--- src/rtl/gelato_ibuffer.sv ---
// Per-warp instruction buffer between decode and dispatch.
// Each warp owns a circular FIFO of DEPTH decoded instructions, so back-pressure
// and flushes apply to one warp without disturbing the others.
//
// Ports:
//   clk, rst_n        clock; synchronous active-high reset (1 = reset)
//   rdy               global enable; 0 freezes all state
//   in_valid/in_warp/in_inst   push from decode
//   in_ready          FIFO selected by in_warp is not full
//   warp_full         per-warp full flags
//   head_valid        per-warp non-empty flags
//   pop_valid/pop_warp         pop request from dispatch
//   pop_inst          head entry of pop_warp (combinational mux)
//   flush_valid/flush_warp     discard every entry of one warp
module gelato_ibuffer #(
    parameter int unsigned NUM_WARPS = 4,
    parameter int unsigned DEPTH     = 4,
    parameter int unsigned INST_W    = 64,
    parameter int unsigned WID_W     = $clog2(NUM_WARPS)
) (
    input  logic                 clk,
    input  logic                 rst_n,
    input  logic                 rdy,
    input  logic                 in_valid,
    input  logic [WID_W-1:0]     in_warp,
    input  logic [INST_W-1:0]    in_inst,
    output logic                 in_ready,
    output logic [NUM_WARPS-1:0] warp_full,
    output logic [NUM_WARPS-1:0] head_valid,
    input  logic                 pop_valid,
    input  logic [WID_W-1:0]     pop_warp,
    output logic [INST_W-1:0]    pop_inst,
    input  logic                 flush_valid,
    input  logic [WID_W-1:0]     flush_warp
);

    localparam int unsigned PTR_W = $clog2(DEPTH);
    localparam int unsigned CNT_W = PTR_W + 1;

    logic [INST_W-1:0] mem_q    [NUM_WARPS][DEPTH];
    logic [PTR_W-1:0]  rd_ptr_q [NUM_WARPS];
    logic [PTR_W-1:0]  rd_ptr_d [NUM_WARPS];
    logic [PTR_W-1:0]  wr_ptr_q [NUM_WARPS];
    logic [PTR_W-1:0]  wr_ptr_d [NUM_WARPS];
    logic [CNT_W-1:0]  cnt_q    [NUM_WARPS];
    logic [CNT_W-1:0]  cnt_d    [NUM_WARPS];

    logic push, pop, flush, mem_we;

    // in_ready looks only at the current count: a same-cycle pop does not
    // make room, so a full FIFO is never written through.
    assign in_ready = cnt_q[in_warp] < CNT_W'(DEPTH);
    assign pop_inst = mem_q[pop_warp][rd_ptr_q[pop_warp]];

    always_comb begin
        for (int w = 0; w < NUM_WARPS; w++) begin
            warp_full[w]  = cnt_q[w] == CNT_W'(DEPTH);
            head_valid[w] = cnt_q[w] != '0;
        end
    end

    assign push  = rdy && in_valid && in_ready;
    assign pop   = rdy && pop_valid && head_valid[pop_warp];
    assign flush = rdy && flush_valid;
    // A flush of the target warp swallows the same-cycle push.
    assign mem_we = push && !(flush && (flush_warp == in_warp));

    always_comb begin
        for (int w = 0; w < NUM_WARPS; w++) begin
            logic push_w, pop_w, flush_w;
            flush_w = flush && (flush_warp == WID_W'(w));
            push_w  = push && (in_warp == WID_W'(w)) && !flush_w;
            pop_w   = pop && (pop_warp == WID_W'(w)) && !flush_w;

            rd_ptr_d[w] = rd_ptr_q[w];
            wr_ptr_d[w] = wr_ptr_q[w];
            cnt_d[w]    = cnt_q[w] + CNT_W'(push_w) - CNT_W'(pop_w);

            if (push_w) wr_ptr_d[w] = wr_ptr_q[w] + PTR_W'(1);
            if (pop_w)  rd_ptr_d[w] = rd_ptr_q[w] + PTR_W'(1);
            if (flush_w) begin
                rd_ptr_d[w] = wr_ptr_q[w];
                cnt_d[w]    = '0;
            end
        end
    end

    always_ff @(posedge clk) begin
        for (int w = 0; w < NUM_WARPS; w++) begin
            if (rst_n) begin
                rd_ptr_q[w] <= '0;
                wr_ptr_q[w] <= '0;
                cnt_q[w]    <= '0;
            end else begin
                rd_ptr_q[w] <= rd_ptr_d[w];
                wr_ptr_q[w] <= wr_ptr_d[w];
                cnt_q[w]    <= cnt_d[w];
            end
        end
    end

    // Payload storage carries no reset.
    always_ff @(posedge clk) begin
        if (!rst_n && mem_we) begin
            mem_q[in_warp][wr_ptr_q[in_warp]] <= in_inst;
        end
    end

endmodule

--- config.mk ---
export PLATFORM = sky130hd
export DESIGN_NAME = gelato_ibuffer
export DESIGN_NICKNAME = d
export VERILOG_FILES = /design/src/rtl/gelato_ibuffer.sv
export SDC_FILE = /design/constraint.sdc
export NUM_CORES = 1
export LEC_CHECK = 0
export ABC_AREA = 1
export CAP_MARGIN = 30
export CORE_MARGIN = 3
export CORE_UTILIZATION = 53
export DETAILED_ROUTE_END_ITERATION = 8
export GPL_ROUTABILITY_DRIVEN = 0
export PLACE_DENSITY = 0.71
export REMOVE_ABC_BUFFERS = 1
export SYNTH_ARGS = -nofsm -noshare
export SYNTH_HDL_FRONTEND = slang
export SYNTH_SLANG_ARGS = --single-unit
--- constraint.sdc ---
create_clock -name clk -period 11.4 [get_ports clk]
set_input_delay 2.28 -clock clk [delete_from_list [all_inputs] [get_ports clk]]
set_output_delay 2.28 -clock clk [all_outputs]
set_load 0.03 [all_outputs]
==> flow_metrics.env, run 1 <==
export IMPL_synthDistinctLibCells=29
export IMPL_period_minus_slack_ns=8.661
export IMPL_clock_path_buffers=3
export IMPL_port_buffers=148
export IMPL_fin_util=0.6186
export IMPL_avgSynthCellArea_um2=13.40
export IMPL_cts_root_buf="clkbuf_16"
export IMPL_ys_seq_area_frac=0.7725
export IMPL_dr_pass1_iters=5
export IMPL_post_route_period_util=0.7597
export IMPL_clk_latency_ns=0.66
export IMPL_slowest_delay_ns=0.75
export IMPL_r2r_cells=6
export IMPL_crit_buf_inv=4
export IMPL_cts_buffers=103
export IMPL_status="finished clean"
export IMPL_fmax_ghz=0.1155
export IMPL_drv_cap=0
export IMPL_cts_resized=0
export IMPL_yosys_area_share_simple=0.1438
export IMPL_start_util=0.5399
export IMPL_core_mm2=0.07507
export IMPL_power_leakage_nw=16.03
export IMPL_antenna_found_initial=3
export IMPL_hold_buffers=0
export IMPL_cts_tree="built"
export IMPL_synth_xor_area_frac=0.002593
export IMPL_required_ns=9.12
export IMPL_dp_hpwl_um=50330
export IMPL_hold_class="reg2reg"
export IMPL_wl_um=99500
export IMPL_cp_cell_sequence="clkdlybuf4s50_1 -> inv_2 -> nor2_4 -> a21oi_1 -> nand3_4 -> buf_4 -> nand4_1 -> nand3_1 -> nand2_1 -> clkdlybuf4s50_1"
export IMPL_drc=0
export IMPL_p_total_mw=8.122
export IMPL_cp_max_fo=53
export IMPL_grt_max_degree=144
export IMPL_htree_levels=3
export IMPL_ioPinCount=149
export IMPL_power_density_mw_per_mm2=174.9
export IMPL_die_area_mm2=0.07983
export IMPL_grt_pass1_vias=25060
export IMPL_avgViaCountPerCell=5.962
export IMPL_synth_top_family_by_area="simple AND/OR/NAND/NOR gates"
export IMPL_slew_viol_final=0
export IMPL_finalHoldViolCount=0
export IMPL_synth_seq_cells=1052
export IMPL_slowest_stage="nor2_4"
export IMPL_ys_warn_count=0
export IMPL_cts_setup_buffers=0
export IMPL_grt_ovfl_total=0
export IMPL_fin_skew_ns=0.02036
export IMPL_cts_clk_slew_worst_paths_ns=0.06
export IMPL_nets=3255
export IMPL_die_w_um=282.5
export IMPL_syn_area_mm2=0.04053
export IMPL_grt_pass1_wl_um=148700
export IMPL_crit_cells=10
export IMPL_min_path_cells=2
export IMPL_drt_iter0_markers=2627
export IMPL_setup_viol=0
export IMPL_worst_setup_path_end_kind="output pin"
export IMPL_syn_inst=3024
export IMPL_criticalPathCategory="in2out"
export IMPL_synth_compound_area_share=0.04751
export IMPL_synthAdderAreaFrac=0.004445
export IMPL_die_h_um=282.5
export IMPL_cpLargestDelayFamily="buffers and inverters"
export IMPL_wl_per_cell_um=23.60
export IMPL_syn2layout_area_growth_pct=14.58
export IMPL_ant_nets=0
export IMPL_crit_path_frequent_cell="clkdlybuf4s50_1"
export IMPL_cp_arrival_ns=6.38
export IMPL_worst_setup_path_start_kind="primary input"
export IMPL_drive_above_1_share=0.06624
export IMPL_rows=100
export IMPL_grt_use_total=0.2493
export IMPL_synth_mux_area_frac=0
export IMPL_clock_sinks=1052
export IMPL_tightestPinTransition_ns=1.008
export IMPL_rsz0062_at_grt="no"
export IMPL_via_count=25140
export IMPL_slew_headroom=0.3282
export IMPL_ir_drop_mv=0.1155
## metal layers
layer  global-route usage  wire length (um)
met1               0.3431             40390
met2               0.4128             48460
met3              0.03574              7842
met4              0.08591              2776
met5                    0                27
## cells in the final DEF (no fill, tap or decap), types with 12 or more instances in the layout
master	Yosys	routed
nand2_1	900	899
clkbuf_16	0	105
nand4_1	136	136
a211oi_1	65	65
buf_4	0	35
clkinv_2	0	12
dfxtp_1	28	28
edfxtp_1	1024	1024
clkbuf_1	38	22
nand3_1	215	214
a21oi_1	77	77
clkdlybuf4s50_1	0	148
nor2_4	1	19
clkinv_1	0	22
a22oi_1	128	128
nor2_1	124	107
inv_1	118	118
## path summary, 6_finish.rpt
check             slack, ns           start             end
setup / recovery       2.74     pop_warp[1]    pop_inst[28]
hold / removal         0.52  wr_ptr_q[2][1]  wr_ptr_q[2][1]
setup reg to reg       7.88     cnt_q[2][2]    mem_q[0][32]
hold reg to reg        0.52  wr_ptr_q[2][1]  wr_ptr_q[2][1]
## cells in the mapped netlist
| cell | n | share of area |
|---|---|---|
| edfxtp_1 | 1024 | 0.76 |
| nand2_1 | 900 | 0.083 |
| nand3_1 | 215 | 0.027 |
| nand4_1 | 136 | 0.021 |
| a22oi_1 | 128 | 0.024 |
| nor2_1 | 124 | 0.011 |
| inv_1 | 118 | 0.011 |
| buf_2 | 110 | 0.014 |
| a21oi_1 | 77 | 0.0095 |
| a211oi_1 | 65 | 0.012 |
| clkbuf_1 | 38 | 0.0035 |
| dfxtp_1 | 28 | 0.014 |
| o21ai_0 | 9 | 0.0011 |
| ha_1 | 8 | 0.0025 |
| xor2_1 | 8 | 0.0017 |
| buf_1 | 7 | 0.00065 |
| inv_2 | 5 | 0.00046 |
| fa_1 | 4 | 0.0020 |
| nor3_1 | 4 | 0.00049 |
| o22ai_1 | 4 | 0.00062 |
| xnor2_1 | 4 | 0.00086 |
| a41oi_1 | 1 | 0.00022 |
| nand2_2 | 1 | 0.00015 |
| nor2_2 | 1 | 0.00015 |
| nor2_4 | 1 | 0.00028 |
| nor3_2 | 1 | 0.00025 |
| o21ai_1 | 1 | 0.00012 |
| o21bai_1 | 1 | 0.00019 |
| or2_2 | 1 | 0.00015 |
## layout make-up
class                           instances  area (um^2)
Antenna cell                            1        2.502
Clock buffer                          127         2710
Clock inverter                         57        543.0
Fill cell                            5440        28630
Inverter                              123        476.7
Multi-Input combinational cell       1694         8205
Sequential cell                      1052        31310
Tap cell                              969         1212
Timing Repair Buffer                  193         1982
## cells by family (layout without fill, tap and decap cells)
family	Yosys count	count (layout)
flops	1052	1052
compound gates	286	286
fa+ha+maj	12	12
xor+xnor	12	12
other cells	0	1
buf+inv	278	500
simple gates	1384	1384
## sequential cells by signal (all words and copies together), names as in the netlist
name	count
rd_ptr_q	8
mem_q	1024
wr_ptr_q	8
cnt_q	12
## stage by stage
stage	TNS [ns]	setup WS, ns	instance area, um^2	cells	hold WS (ns)
after floorplan	-282.32	-4.418	39810	2869	0.4721
after global placement	0	2.546	43030	4025	0.4987
after detailed placement	0	2.740	43130	4029	0.5030
after CTS	0	2.742	46380	4213	0.5126
after global routing	0	2.583	46440	4215	0.5245
final	0	2.739	46440	4216	0.5239
## worst register-to-register path: cells and delay by family, from the launching register on
kind	cells	cell delay [ns]
buffers and inverters	2	0.99
and+or+nand+nor	3	1.62
DFF	1	0.32
AOI/OAI and AO/OA	1	0.16
## power by group
group	total [mW]	switching, mW	internal [mW]
combinational	0.593	0.412	0.181
sequential	4.27	0.00646	4.26
clock	3.26	1.39	1.87
(Power assumes the default switching activity.)
==> run 2, diff against run 1 <==
==> constraint.sdc (replaced) <==
create_clock -name clk -period 9 [get_ports clk]
set_input_delay 1.8 -clock clk [delete_from_list [all_inputs] [get_ports clk]]
set_output_delay 1.8 -clock clk [all_outputs]
set_load 0.03 [all_outputs]
==> flow_metrics.env, run 2 (same netlist as run 1, synthesis figures left out) <==
export IMPL_status="finished clean"
export IMPL_layout_cells_most_common_list="1,024 x edfxtp_1, 899 x nand2_1, 214 x nand3_1"
export IMPL_r2r_cells=6
export IMPL_rsz0062_at_grt="no"
export IMPL_hold_buffers=0
export IMPL_wl_per_cell_um=23.87
export IMPL_cts_clk_slew_worst_paths_ns=0.06
export IMPL_rows=100
export IMPL_die_area_mm2=0.07983
export IMPL_htree_levels=3
export IMPL_wl_um=101200
export IMPL_die_h_um=282.5
export IMPL_grt_util_met2=0.4263
export IMPL_grt_ovfl_total=0
export IMPL_placed_area_mm2=0.04329
export IMPL_fin_skew_ns=0.03130
export IMPL_cts_buffers=105
export IMPL_tns_ns=0
export IMPL_cts_resized=0
export IMPL_avgViaCountPerCell=5.959
export IMPL_port_buffers=148
export IMPL_ir_drop_mv=0.1726
export IMPL_met1_usage=0.3580
export IMPL_min_path_cells=2
export IMPL_dp_hpwl_um=51170
export IMPL_die_w_um=282.5
export IMPL_cp_arrival_ns=5.65
export IMPL_dr_pass1_iters=5
export IMPL_largest_reg_flops=1024
export IMPL_ant_nets=0
export IMPL_hold_class="reg2reg"
export IMPL_cts_setup_buffers=0
export IMPL_power_density_mw_per_mm2=221.3
export IMPL_ioPinCount=149
export IMPL_final_common_cell="edfxtp_1"
export IMPL_worst_setup_path_end_kind="output pin"
export IMPL_period_minus_slack_ns=7.447
export IMPL_grt_pass1_vias=25230
export IMPL_fin_util=0.6204
export IMPL_criticalPathCategory="in2out"
export IMPL_drc=0
export IMPL_grt_met3_usage=0.03929
export IMPL_slowest_stage="nand2_2"
export IMPL_grt_busiest_layer="met2"
export IMPL_antenna_found_initial=8
export IMPL_syn2layout_area_growth_pct=14.90
export IMPL_fin_area_mm2=0.04657
export IMPL_drv_cap=0
export IMPL_fmax_ghz=0.1343
export IMPL_core_mm2=0.07507
export IMPL_drt_iter0_markers=2944
export IMPL_cp_cell_sequence="clkdlybuf4s50_1 -> nand2_2 -> nor2_1 -> a21oi_1 -> nand3_4 -> inv_4 -> buf_4 -> nand3_1 -> nand3_1 -> nand2_1 -> clkdlybuf4s50_1"
export IMPL_grt_use_total=0.2563
export IMPL_grt_pass1_wl_um=153000
export IMPL_clock_path_buffers=3
export IMPL_tightestPinTransition_ns=1.051
export IMPL_power_leakage_nw=16.12
export IMPL_grt_max_degree=179
export IMPL_cts_tree="built"
export IMPL_nets=3266
export IMPL_cp_max_fo=38
export IMPL_p_total_mw=10.31
export IMPL_start_util=0.5399
export IMPL_clock_sinks=1052
export IMPL_worst_setup_path_start_kind="primary input"
export IMPL_slowest_delay_ns=0.64
export IMPL_via_count=25250
export IMPL_slew_viol_final=0
export IMPL_clk_latency_ns=0.68
export IMPL_finalHoldViolCount=0
export IMPL_post_route_period_util=0.8275
export IMPL_slew_headroom=0.2990
export IMPL_required_ns=7.20
export IMPL_drive_above_1_share=0.06957
export IMPL_setup_viol=0
export IMPL_cts_root_buf="clkbuf_16"
run 2: changes by cell type in the layout (fill, tap and decap cells not counted), sizes merged:
cell,previous run,this run
clkinv,37,56
buf,45,54
clkinvlp,9,3
diode,1,6
clkbuf,127,123
bufinv,8,7
run 2: final timing paths:
path / slack (ns) / start / end
worst max-delay path: 1.55 / pop_warp[0] / pop_inst[23]
worst min-delay path: 0.51 / wr_ptr_q[3][1] / wr_ptr_q[3][1]
worst min register to register: 0.51 / wr_ptr_q[3][1] / wr_ptr_q[3][1]
worst max register to register: 5.55 / cnt_q[2][2] / mem_q[1][227]
run 2: cell type report:
class,count,area (um^2)
Clock buffer,123,2716
Sequential cell,1052,31310
Timing Repair Buffer,202,2092
Multi-Input combinational cell,1694,8200
Clock inverter,69,548.0
Fill cell,5439,28500
Inverter,123,476.7
Antenna cell,6,15.01
Tap cell,969,1212
run 2: routing by layer:
| layer | vias to the layer above | part of all wire |
|---|---|---|
| met1 | 12600 | 0.40 |
| li1 | 11270 | - |
| met3 | 148 | 0.084 |
| met5 | - | 0.00020 |
| met4 | 4 | 0.018 |
| met2 | 1237 | 0.49 |
run 2: report_power, final:
part           internal [mW]  total, mW  leakage [nW]  switching [mW]
combinational          0.231      0.754          5.09           0.524
clock                   2.35       4.15          1.60            1.79
sequential              5.40       5.40          9.44         0.00791
run 2: worst max-delay path: cells and delay by family:
family                 cells  cell delay (ns)
AND/OR/NAND/NOR            6             1.61
buffers and inverters      4             1.93
AO/OA/AOI/OAI              1             0.24
run 2: stage by stage:
stage	instances	hold WS [ns]	setup WS, ns
global placement	4034	0.4955	1.612
floorplan	2869	0.4721	-5.858
detailed placement	4040	0.5072	1.581
finish	4238	0.5120	1.553
global route	4234	0.5551	1.405
CTS	4232	0.5153	1.509
